$ cat src/rtl/lenet_layer_sequencer.sv
// Sequences the shared compute engine through the seven LeNet layer passes, then argmaxes the logits.
// Optional per-pass watchdog enabled by defining LENET_SEQ_WATCHDOG_EN.
module lenet_layer_sequencer #(
    parameter int unsigned N           = 16,
    parameter int unsigned WDOG_CYCLES = 65535
) (
    input  logic                clk,
    input  logic                reset,
    input  logic                start_i,
    input  logic                abort_i,
    output logic                busy_o,
    output logic                eng_start_o,
    output logic [2:0]          eng_layer_o,
    output logic [10:0]         eng_in_len_o,
    output logic [10:0]         eng_out_len_o,
    input  logic                eng_done_i,
    output logic                logit_rd_en_o,
    output logic [3:0]          logit_rd_idx_o,
    input  logic signed [N-1:0] logit_rd_data_i,
    output logic [3:0]          predicted_class,
    output logic                output_valid,
    output logic                error_o
);

    typedef enum logic [2:0] {
        StIdle,
        StCfg,
        StLaunch,
        StWait,
        StRd,
        StCmp,
        StDone
    } state_e;

    state_e              state_q;
    logic signed [N-1:0] max_q;
    logic [3:0]          cls_q;
    logic [2:0]          next_layer;

    assign next_layer = eng_layer_o + 3'd1;

    function automatic logic [10:0] layer_in_len(input logic [2:0] layer);
        case (layer)
            3'd0:    return 11'd1024;
            3'd1:    return 11'd784;
            3'd2:    return 11'd196;
            3'd3:    return 11'd100;
            3'd4:    return 11'd400;
            3'd5:    return 11'd120;
            3'd6:    return 11'd84;
            default: return 11'd0;
        endcase
    endfunction

    function automatic logic [10:0] layer_out_len(input logic [2:0] layer);
        case (layer)
            3'd0:    return 11'd784;
            3'd1:    return 11'd196;
            3'd2:    return 11'd100;
            3'd3:    return 11'd25;
            3'd4:    return 11'd120;
            3'd5:    return 11'd84;
            3'd6:    return 11'd10;
            default: return 11'd0;
        endcase
    endfunction

`ifdef LENET_SEQ_WATCHDOG_EN
    localparam int unsigned          WdogW     = $clog2(WDOG_CYCLES + 1);
    localparam logic [WdogW-1:0]     WdogLimit = WdogW'(WDOG_CYCLES - 1);
    logic [WdogW-1:0]                wdog_cnt_q;
`else
    logic unused_wdog;
    assign unused_wdog = ^WDOG_CYCLES;
    assign error_o     = 1'b0;
`endif

    always_ff @(posedge clk) begin
        if (reset) begin
            state_q         <= StIdle;
            busy_o          <= 1'b0;
            eng_start_o     <= 1'b0;
            eng_layer_o     <= 3'd0;
            eng_in_len_o    <= 11'd0;
            eng_out_len_o   <= 11'd0;
            logit_rd_en_o   <= 1'b0;
            logit_rd_idx_o  <= 4'd0;
            predicted_class <= 4'd0;
            output_valid    <= 1'b0;
            max_q           <= '0;
            cls_q           <= 4'd0;
`ifdef LENET_SEQ_WATCHDOG_EN
            wdog_cnt_q      <= '0;
            error_o         <= 1'b0;
`endif
        end else begin
            eng_start_o  <= 1'b0;
            output_valid <= 1'b0;
            if (abort_i && state_q != StIdle) begin
                state_q        <= StIdle;
                busy_o         <= 1'b0;
                logit_rd_en_o  <= 1'b0;
                logit_rd_idx_o <= 4'd0;
            end else begin
                unique case (state_q)
                    StIdle: begin
                        if (start_i) begin
                            state_q       <= StCfg;
                            busy_o        <= 1'b1;
                            eng_layer_o   <= 3'd0;
                            eng_in_len_o  <= layer_in_len(3'd0);
                            eng_out_len_o <= layer_out_len(3'd0);
`ifdef LENET_SEQ_WATCHDOG_EN
                            error_o       <= 1'b0;
`endif
                        end
                    end
                    StCfg: begin
                        state_q     <= StLaunch;
                        eng_start_o <= 1'b1;
                    end
                    StLaunch: begin
                        state_q <= StWait;
`ifdef LENET_SEQ_WATCHDOG_EN
                        wdog_cnt_q <= '0;
`endif
                    end
                    StWait: begin
                        if (eng_done_i) begin
                            if (eng_layer_o == 3'd6) begin
                                state_q        <= StRd;
                                logit_rd_en_o  <= 1'b1;
                                logit_rd_idx_o <= 4'd0;
                            end else begin
                                state_q       <= StCfg;
                                eng_layer_o   <= next_layer;
                                eng_in_len_o  <= layer_in_len(next_layer);
                                eng_out_len_o <= layer_out_len(next_layer);
                            end
                        end
`ifdef LENET_SEQ_WATCHDOG_EN
                        // A done arriving on the limit cycle wins over the timeout.
                        else if (wdog_cnt_q == WdogLimit) begin
                            state_q <= StIdle;
                            busy_o  <= 1'b0;
                            error_o <= 1'b1;
                        end else begin
                            wdog_cnt_q <= wdog_cnt_q + WdogW'(1);
                        end
`endif
                    end
                    StRd: begin
                        // Datum for the previous index arrives this cycle.
                        if (logit_rd_idx_o == 4'd1) begin
                            max_q <= logit_rd_data_i;
                            cls_q <= 4'd0;
                        end else if (logit_rd_idx_o > 4'd1 && logit_rd_data_i > max_q) begin
                            max_q <= logit_rd_data_i;
                            cls_q <= logit_rd_idx_o - 4'd1;
                        end
                        if (logit_rd_idx_o == 4'd9) begin
                            state_q        <= StCmp;
                            logit_rd_en_o  <= 1'b0;
                            logit_rd_idx_o <= 4'd0;
                        end else begin
                            logit_rd_idx_o <= logit_rd_idx_o + 4'd1;
                        end
                    end
                    StCmp: begin
                        if (logit_rd_data_i > max_q) begin
                            max_q <= logit_rd_data_i;
                            cls_q <= 4'd9;
                        end
                        state_q <= StDone;
                    end
                    StDone: begin
                        predicted_class <= cls_q;
                        output_valid    <= 1'b1;
                        busy_o          <= 1'b0;
                        state_q         <= StIdle;
                    end
                    default: state_q <= StIdle;
                endcase
            end
        end
    end

endmodule

$ cat config.mk
export PLATFORM = sky130hd
export DESIGN_NAME = lenet_layer_sequencer
export DESIGN_NICKNAME = d
export VERILOG_FILES = /design/src/rtl/lenet_layer_sequencer.sv
export SDC_FILE = /design/constraint.sdc
export NUM_CORES = 1
export LEC_CHECK = 0
export ABC_AREA = 1
export BUFFER_PORTS_ARGS = -buffer_cell sky130_fd_sc_hd__buf_2
export CAP_MARGIN = 30
export CELL_PAD_IN_SITES_DETAIL_PLACEMENT = 1
export CELL_PAD_IN_SITES_GLOBAL_PLACEMENT = 2
export CORE_MARGIN = 2
export CORE_UTILIZATION = 30
export CTS_CLUSTER_SIZE = 25
export DETAILED_ROUTE_END_ITERATION = 10
export GPL_TIMING_DRIVEN = 0
export PLACE_DENSITY_LB_ADDON = 0.1
export RECOVER_POWER = 50
export SLEW_MARGIN = 10
export SYNTH_ARGS = -nofsm -noshare
export SYNTH_HDL_FRONTEND = slang
export SYNTH_SLANG_ARGS = --single-unit
$ cat constraint.sdc
create_clock -name clk -period 2.55 [get_ports clk]
set_input_delay 0.765 -clock clk [delete_from_list [all_inputs] [get_ports clk]]
set_output_delay 0.765 -clock clk [all_outputs]
set_load 0.01 [all_outputs]
==> summary.txt, run 1 <==
Logic synthesis
  • Leading cell type by number of instances after synthesis: sky130_fd_sc_hd__nand2_1
  • Area share of the leading cell type in the synthesized netlist: between 30 and 40%
  • Most numerous cell types in the synthesized netlist: sky130_fd_sc_hd__nand2_1 (78), sky130_fd_sc_hd__nor2_1 (58), sky130_fd_sc_hd__dfxtp_1 (53)
  • Number of warning messages in the yosys log: 0
  • Number of library cell types mapped by synthesis: 32
  • Main synth FF type: sky130_fd_sc_hd__dfxtp_1
  • Fraction of synthesis flops using an asynchronous set or reset pin: 0%
  • Library cell occupying the most area in the post-synthesis netlist: sky130_fd_sc_hd__dfxtp_1
  • Mapped Avg Cell Area: ~7.1 µm²
  • Cell types with the largest area share after synthesis: sky130_fd_sc_hd__dfxtp_1 (36%), sky130_fd_sc_hd__ha_1 (10%), sky130_fd_sc_hd__nand2_1 (9.9%), sky130_fd_sc_hd__a21oi_1 (8.5%), sky130_fd_sc_hd__nor2_1 (7.4%)
  • Post-synthesis cell area: 2959 µm²
  • Number of instances in the synthesized netlist: around 420
  • Seq/Total Area, Yosys: between 30% and 40%
  • Register bit count reported by yosys: 53
  • Number of enable flip-flop cells after synthesis: 0

CTS
  • CTS tree: done
  • Insertion delay of the later-clocked pin in the worst-skew pair: roughly 0.3 ns
  • Maximum buffer depth of the clock tree: 2
  • Count of H-tree levels built during CTS: 2
  • Number of buffers added to fix hold violations after cts: 0
  • Clock-pin slew of the registers on the worst-case setup and hold paths: ~0.10 ns
  • Number of buffers added by the clock tree synthesis step: 5
  • Clock Tree Root: sky130_fd_sc_hd__clkbuf_8
  • Clock sink count: 53

Timing
  • Relative max-transition margin: 41.59%
  • Final critical path time including I/O delays and setup: 2.365 ns
  • Final slew viol count: 0
  • Unrepaired setup endpoints after global routing: false
  • Share of the cycle needed by the critical path after routing: 92.74%
  • Transition time at the pin with the least slew margin: roughly 0.87 ns
  • Hold Worst Slack: 0.4698 ns
  • Maximum operating frequency: approximately 0.42 GHz
  • Final WS setup: about 0.19 ns
  • Total Negative Setup Slacks: 0 ns
  • Final Hold Fails: 0
  • Fin Clk Skew: 0.004961 ns
  • Number of failing setup endpoints in the final timing report: 0

Finish
  • Final cell count without fillers: about 620
  • # diodes: 0
  • Final layout net count: ~530
  • Ratio of cells with drive above 1 in the final layout: a little over an eighth
  • Area Growth Syn to Fin: 20.17%

Worst setup path
  • Family of cells with the greatest summed delay on the critical path: simple AND/OR/NAND/NOR gates
  • Required time of the critical path: about 2.8 ns
  • FF-to-FF path depth: 10
  • Critical path endpoint category: flop
  • Worst R2R End: eng_in_len_o[6]$_SDFFE_PP0P_
  • Count of buffer and inverter cells on the critical path: 3
  • Register-to-register setup slack: between 0.2 and 0.25 ns
  • Stage delay of the slowest cell on the critical path: 0.32 ns
  • Worst endpoint data arrival time: ~2.6 ns
  • Crit Path Category: input port to flop
  • Largest fanout of any net on the critical path: 10
  • Cell repeated most along the worst path: sky130_fd_sc_hd__nand2_1
  • Reg-to-reg startpoint: state_q[0]$_SDFFE_PP0P_
  • Sequence of cells on the critical path: buf_2 > ha_1 > a21oi_2 > nor2_1 > nor2_1 > nand2_1 > nand2_1 > nand2_1 > nand2_1 > nand3_1 > a21oi_2 > buf_6 > buf_6 > a21oi_1 > nor2_1
  • Worst setup SP type: input port
  • Slowest library cell on the worst path: sky130_fd_sc_hd__ha_1

Die
  • Number of placement rows: 36
  • Die footprint: 10670 µm²
  • Horizontal die dimension: about 100 µm
  • Core box area: around 9700 µm²
  • Overall die height: approximately 100 µm
  • I/O pin count: between 50 and 60
  • Starting Density: 30.56%

Detailed routing
  • Via Count: around 2800
  • Final routed wirelength across all metal layers: about 8100 µm
  • DRC violation count after routing: 0
  • Initial detailed-routing violation count: 54
  • Number of nets still failing antenna checks after routing: 0
  • Detailed-routing iteration count for the pre-antenna-repair pass: 4
  • Via/cell ratio: 4.529
  • Avg WL per Cell: 13.12 µm

Worst hold path
  • Worst hold path class: flop to flop
  • Endpoint of the worst hold path: logit_rd_en_o$_SDFFE_PP0P_
  • Hold Path Depth: 2
  • Critical hold path startpoint: logit_rd_en_o$_SDFFE_PP0P_

Global route
  • Wire length of the first global-routing pass: around 13000 µm
  • Largest net degree at the start of global routing: 16
  • Via count of the first global-routing pass: roughly 2700
  • Initial antenna violation count: 0
  • All-layer global routing usage: ~15%
  • Leftover overflow at the end of global routing: 0

Placed design
  • Place WS: -0.4924 ns
  • Weighted congestion at the end of routability-driven global placement: 0.7655
  • HPWL after DPL: about 6200 µm
  • Cell Count Post-Placement: 605
  • Number of port buffers: 53

Pwr
  • Static power due to leakage: approximately 1.5 nW
  • Max VDD drop: roughly 310 µV
  • Total power per unit cell area: between 500 and 600 nW/µm²

Flow run
  • Max-capacitance violation count: 0

Status
  • Status: completed
worst min-delay path, cell delays in order, from the launching register on:
cell	delay [ns]
sky130_fd_sc_hd__dfxtp_1	0.32
sky130_fd_sc_hd__nand2_1	0.06
sky130_fd_sc_hd__a21oi_1	0.05
sequential cells by signal (all words and copies together) (netlist names):
signal           count
busy_o               1
eng_in_len_o         8
output_valid         1
logit_rd_en_o        1
state_q              3
eng_start_o          1
cls_q                4
predicted_class      4
logit_rd_idx_o       4
max_q               16
eng_layer_o          3
eng_out_len_o        7
cell usage in the layout, fill, tap and decap left out, types with 2 or more instances in the layout:
| cell | netlist | layout |
|---|---|---|
| sky130_fd_sc_hd__a211oi_1 | 3 | 3 |
| sky130_fd_sc_hd__a21oi_1 | 50 | 48 |
| sky130_fd_sc_hd__a21oi_2 | 0 | 2 |
| sky130_fd_sc_hd__a22oi_1 | 2 | 2 |
| sky130_fd_sc_hd__a31oi_1 | 4 | 4 |
| sky130_fd_sc_hd__buf_2 | 4 | 24 |
| sky130_fd_sc_hd__buf_4 | 9 | 9 |
| sky130_fd_sc_hd__buf_6 | 1 | 4 |
| sky130_fd_sc_hd__clkbuf_1 | 9 | 36 |
| sky130_fd_sc_hd__clkbuf_2 | 0 | 2 |
| sky130_fd_sc_hd__clkbuf_4 | 0 | 4 |
| sky130_fd_sc_hd__clkbuf_8 | 0 | 6 |
| sky130_fd_sc_hd__conb_1 | 1 | 4 |
| sky130_fd_sc_hd__dfxtp_1 | 53 | 53 |
| sky130_fd_sc_hd__ha_1 | 24 | 23 |
| sky130_fd_sc_hd__inv_1 | 51 | 52 |
| sky130_fd_sc_hd__inv_2 | 3 | 2 |
| sky130_fd_sc_hd__nand2_1 | 78 | 78 |
| sky130_fd_sc_hd__nand3_1 | 13 | 13 |
| sky130_fd_sc_hd__nand3b_1 | 15 | 15 |
| sky130_fd_sc_hd__nand4_1 | 2 | 2 |
| sky130_fd_sc_hd__nor2_1 | 58 | 57 |
| sky130_fd_sc_hd__nor3_1 | 3 | 4 |
| sky130_fd_sc_hd__nor3_2 | 3 | 3 |
| sky130_fd_sc_hd__o21ai_0 | 18 | 19 |
worst max path at each step:
stage          slack, ns           startpoint                    end  cells past startpoint
3_5_place_dp       -0.49   logit_rd_data_i[7]  cls_q[3]$_SDFFE_PP0P_                     14
3_3_place_gp       -0.54   logit_rd_data_i[7]  cls_q[3]$_SDFFE_PP0P_                     14
4_1_cts             0.05   logit_rd_data_i[7]  max_q[4]$_SDFFE_PP0P_                     14
5_1_grt            0.003   logit_rd_data_i[5]  max_q[4]$_SDFFE_PP0P_                     15
2_1_floorplan       0.17  logit_rd_data_i[15]  cls_q[3]$_SDFFE_PP0P_                     12
6_report            0.19   logit_rd_data_i[5]  max_q[4]$_SDFFE_PP0P_                     15
where the power goes:
group	switching, mW	total (mW)	internal [mW]
logic	0.200	0.324	0.124
clock network	0.281	0.602	0.321
registers	0.0289	0.890	0.861
cell families (layout without fill, tap and decap cells):
group | after synthesis | count (layout) | synth area share (%)
other | 1 | 4 | 0.1267
and+or+nand+nor | 178 | 178 | 27.23
adders and majority gates | 24 | 24 | 10.15
AOI/OAI and AO/OA | 82 | 82 | 15.01
DFF | 53 | 53 | 35.86
buffers and inverters | 77 | 141 | 11.33
xor gates and xnor gates | 1 | 1 | 0.2960
stage by stage:
stage	cell area (µm²)	power [mW]	util, %
global route	3556	1.935	36.72
detailed placement	3402	1.246	35.13
CTS	3525	1.865	36.40
finish	3556	1.816	36.72
floorplan	2970	1.133	-
global placement	3402	1.243	35.13
metal layers:
metal  GRT usage, %  part of all wire (%)  up-vias
met5              0                     0        -
met4          2.733                  0.46        0
met3          2.285                   2.3        2
met2          27.42                    49       30
met1          19.73                    48     1297
li1               -                     -     1461
repair_timing:
action | 4_1_cts | 5_1_grt
pin swaps | 0 | 1
resized for setup | 4 | 18
buffers inserted | 0 | 3
setup endpoints to repair | 12 | 17
area by class of cell:
type	instances	area (µm²)
fill	1244	6128
multi-input combinational	289	1585
sequential	53	1061
timing repair buffer	56	262.8
inverter	54	202.7
tap	133	166.4
buffer	23	161.4
clock buffer	7	86.33
clock inverter	1	30.03
No activity file was read; power rests on OpenSTA's default activity.
==> run 2, diff against run 1 <==
--- a/config.mk
+++ b/config.mk
@@ -17,6 +17,7 @@
 export GPL_TIMING_DRIVEN = 0
 export PLACE_DENSITY_LB_ADDON = 0.1
 export RECOVER_POWER = 50
+export SETUP_SLACK_MARGIN = 0.4
 export SLEW_MARGIN = 10
 export SYNTH_ARGS = -nofsm -noshare
 export SYNTH_HDL_FRONTEND = slang
==> run 2 against run 1 <==
Against the previous run:
- clock-buffer cell count shrank 2
- clock skew grew 0.0066 ns
- non-clock buffer count grew 10
- worst hold slack is essentially flat
- worst setup slack gained 0.10 ns
- critical path depth shrank 1
- sequential power grew 0.6%
- critical path type unchanged
==> summary.txt, run 2 (synthesis gave the netlist of run 1 again) <==
Finish
  • Register with the highest flop count: max_q
  • Final layout net count: 537 (+1.9%)
  • Leading cell types in the layout, fill and taps excluded: sky130_fd_sc_hd__nand2_1 (67), sky130_fd_sc_hd__nor2_1 (56), sky130_fd_sc_hd__dfxtp_1 (52)
  • Total non-filler cell area in the finished layout: 4046 µm² (+14%)
  • Ratio of cells with drive above 1 in the final layout: 24.14% (+11 points)
  • Leading registers by flop count: max_q: 16 flops, eng_in_len_o: 8 flops, eng_out_len_o: 7 flops
  • Area Growth Syn to Fin: 36.74%
  • Most frequent standard cell in the layout excluding fill and tap cells: sky130_fd_sc_hd__nand2_1
  • Flip-flop count of the largest register, all copies and words added: 16 (unchanged)
  • # diodes: 0 (unchanged)

Timing
  • Final Hold Fails: 0 (unchanged)
  • Maximum operating frequency: 0.4421 GHz (+4.6%)
  • Final critical path time including I/O delays and setup: 2.262 ns (-0.1029 ns)
  • Final WS setup: 0.2881 ns (+0.1029 ns)
  • Unrepaired setup endpoints after global routing: true
  • Relative max-transition margin: 48.91% (+7.3 points)
  • Total Negative Setup Slacks: 0 ns (unchanged)
  • Fin Clk Skew: 0.01160 ns (+0.006637 ns)
  • Final slew viol count: 0 (unchanged)
  • Transition time at the pin with the least slew margin: 0.7584 ns (-0.1086 ns)
  • Share of the cycle needed by the critical path after routing: 88.70% (-4.0 points)
  • Number of failing setup endpoints in the final timing report: 0 (unchanged)

CTS
  • Clock Tree Root: sky130_fd_sc_hd__clkbuf_8
  • Clock-pin slew of the registers on the worst-case setup and hold paths: 0.11 ns (about the same)
  • Number of buffers added by the clock tree synthesis step: 5 (unchanged)
  • CTS tree: done
  • Clock sink count: 53 (unchanged)
  • Maximum buffer depth of the clock tree: 2 (unchanged)
  • Number of buffers added to fix hold violations after cts: 0 (unchanged)
  • Insertion delay of the later-clocked pin in the worst-skew pair: 0.31 ns (about the same)
  • Count of H-tree levels built during CTS: 2 (unchanged)

Worst setup path
  • Worst endpoint data arrival time: 2.52 ns (-0.08 ns)
  • Required time of the critical path: 2.80 ns (about the same)
  • Worst setup SP type: input port
  • Critical path endpoint category: flop
  • FF-to-FF path depth: 10 (unchanged)
  • Largest fanout of any net on the critical path: 5 (-5)
  • Crit Path Category: input port to flop
  • Register-to-register setup slack: 0.38 ns (+0.15 ns)

Detailed routing
  • Via Count: 2894 (+3.7%)
  • Initial detailed-routing violation count: 34 (-37%)
  • Detailed-routing iteration count for the pre-antenna-repair pass: 4 (unchanged)
  • Final routed wirelength across all metal layers: 8342 µm (+3.2%)
  • Number of nets still failing antenna checks after routing: 0 (unchanged)
  • Avg WL per Cell: 13.33 µm (+1.6%)
  • Via/cell ratio: 4.623 (+2.1%)
  • DRC violation count after routing: 0 (unchanged)

Placed design
  • Weighted congestion at the end of routability-driven global placement: 0.7578 (-1.0%)
  • Number of port buffers: 53 (unchanged)
  • Cell area reported after detailed placement: 3623 µm² (+6.5%)
  • HPWL after DPL: 6234 µm (+0.70%)
  • Place WS: -0.2048 ns (+0.2876 ns)

Flow run
  • Max-capacitance violation count: 0 (unchanged)

Die
  • Number of placement rows: 36 (unchanged)
  • Overall die height: 103.3 µm (unchanged)
  • Die footprint: 10670 µm² (unchanged)
  • Core box area: 9684 µm² (unchanged)
  • I/O pin count: 59 (unchanged)
  • Starting Density: 30.56% (unchanged)
  • Horizontal die dimension: 103.3 µm (unchanged)

Pwr
  • Static power due to leakage: 1.622 nW (+9.6%)
  • Overall Power: 1.959 mW (+7.9%)
  • Total power per unit cell area: 484.1 nW/µm² (-5.2%)
  • Max VDD drop: 296.2 µV (-5.1%)

Global route
  • Largest net degree at the start of global routing: 18 (+2)
  • All-layer global routing usage: 16.17% (+0.85 points)
  • Via count of the first global-routing pass: 2860 (+5.0%)
  • Initial antenna violation count: 0 (unchanged)
  • Leftover overflow at the end of global routing: 0 (unchanged)
  • Wire length of the first global-routing pass: 13540 µm (+4.3%)

Worst hold path
  • Hold Path Depth: 2 (unchanged)
  • Worst hold path class: flop to flop

Status
  • Status: completed
[run 2: changes by cell type in the layout (fill, tap and decap cells not counted), moves of 4 or more]
| cell | previous run | this run |
|---|---|---|
| sky130_fd_sc_hd__ha_1 | 23 | 9 |
| sky130_fd_sc_hd__ha_4 | 1 | 15 |
| sky130_fd_sc_hd__nand2_1 | 78 | 67 |
| sky130_fd_sc_hd__nand2_2 | 0 | 10 |
| sky130_fd_sc_hd__a21oi_1 | 48 | 40 |
| sky130_fd_sc_hd__a21oi_2 | 2 | 9 |
| sky130_fd_sc_hd__nand3_1 | 13 | 7 |
| sky130_fd_sc_hd__nand3_2 | 0 | 5 |
| sky130_fd_sc_hd__buf_6 | 4 | 8 |
| sky130_fd_sc_hd__buf_8 | 0 | 4 |
[run 2: worst paths after layout]
kind / startpoint / endpoint
worst min register to register: eng_out_len_o[0]$_SDFFE_PP0P_ / eng_out_len_o[0]$_SDFFE_PP0P_
worst max register to register: state_q[0]$_SDFFE_PP0P_ / eng_in_len_o[6]$_SDFFE_PP0P_
worst max-delay path: logit_rd_data_i[15] / max_q[9]$_SDFFE_PP0P_
worst min-delay path: eng_out_len_o[0]$_SDFFE_PP0P_ / eng_out_len_o[0]$_SDFFE_PP0P_
[run 2: power by group]
part           internal (mW)  switching [mW]  total, mW
clock                  0.396           0.310      0.706
combinational          0.145           0.213      0.359
sequential             0.862          0.0325      0.895
total                   1.40           0.556       1.96
[run 2: repair_timing]
| item | 4_1_cts | 5_1_grt |
|---|---|---|
| buffers inserted | 10 | 0 |
| cloned | 3 | 0 |
| pin swaps | 24 | 16 |
| setup endpoints to repair | 20 | 37 |
| resized for setup | 26 | 20 |
[run 2: worst max-delay path, cell delays in order]
cell and delay (ns):
sky130_fd_sc_hd__buf_2 0.13, sky130_fd_sc_hd__ha_4 0.24, sky130_fd_sc_hd__a21oi_1 0.14, sky130_fd_sc_hd__o21ai_1 0.09, sky130_fd_sc_hd__a21oi_2 0.17, sky130_fd_sc_hd__nand2_2 0.08
sky130_fd_sc_hd__nand2_2 0.09, sky130_fd_sc_hd__nand3_4 0.08, sky130_fd_sc_hd__a21oi_4 0.23, sky130_fd_sc_hd__buf_6 0.15, sky130_fd_sc_hd__buf_12 0.10, sky130_fd_sc_hd__buf_16 0.11
sky130_fd_sc_hd__a21oi_2 0.05, sky130_fd_sc_hd__nor2_1 0.09
[run 2: final cells by class]
type | count | area [µm²]
clock inverters | 3 | 68.82
flip-flops and latches | 53 | 1062
well taps | 133 | 166.4
clock buffers | 5 | 68.82
inverters | 54 | 202.7
repair buffers | 66 | 421.7
plain buffers | 23 | 178.9
multi-input cells | 289 | 1877
fillers | 1220 | 5638
[run 2: routing by layer]
layer | wire, µm | track usage [%] | share of wire (%) | up-vias
li1 | - | - | - | 1486
met1 | 3968 | 21.29 | 48 | 1370
met2 | 4130 | 28.27 | 50 | 34
met3 | 185 | 2.285 | 2.2 | 4
met4 | 57 | 3.340 | 0.68 | 0
met5 | 0 | 0 | 0 | -
[run 2: through the flow]
step	hold slack (ns)	instances	util [%]
after floorplan	0.4297	419	-
after global placement	0.4493	605	37.42
after detailed placement	0.4524	605	37.42
after CTS	0.4685	626	41.64
after global routing	0.4993	626	41.78
final	0.4702	626	41.78
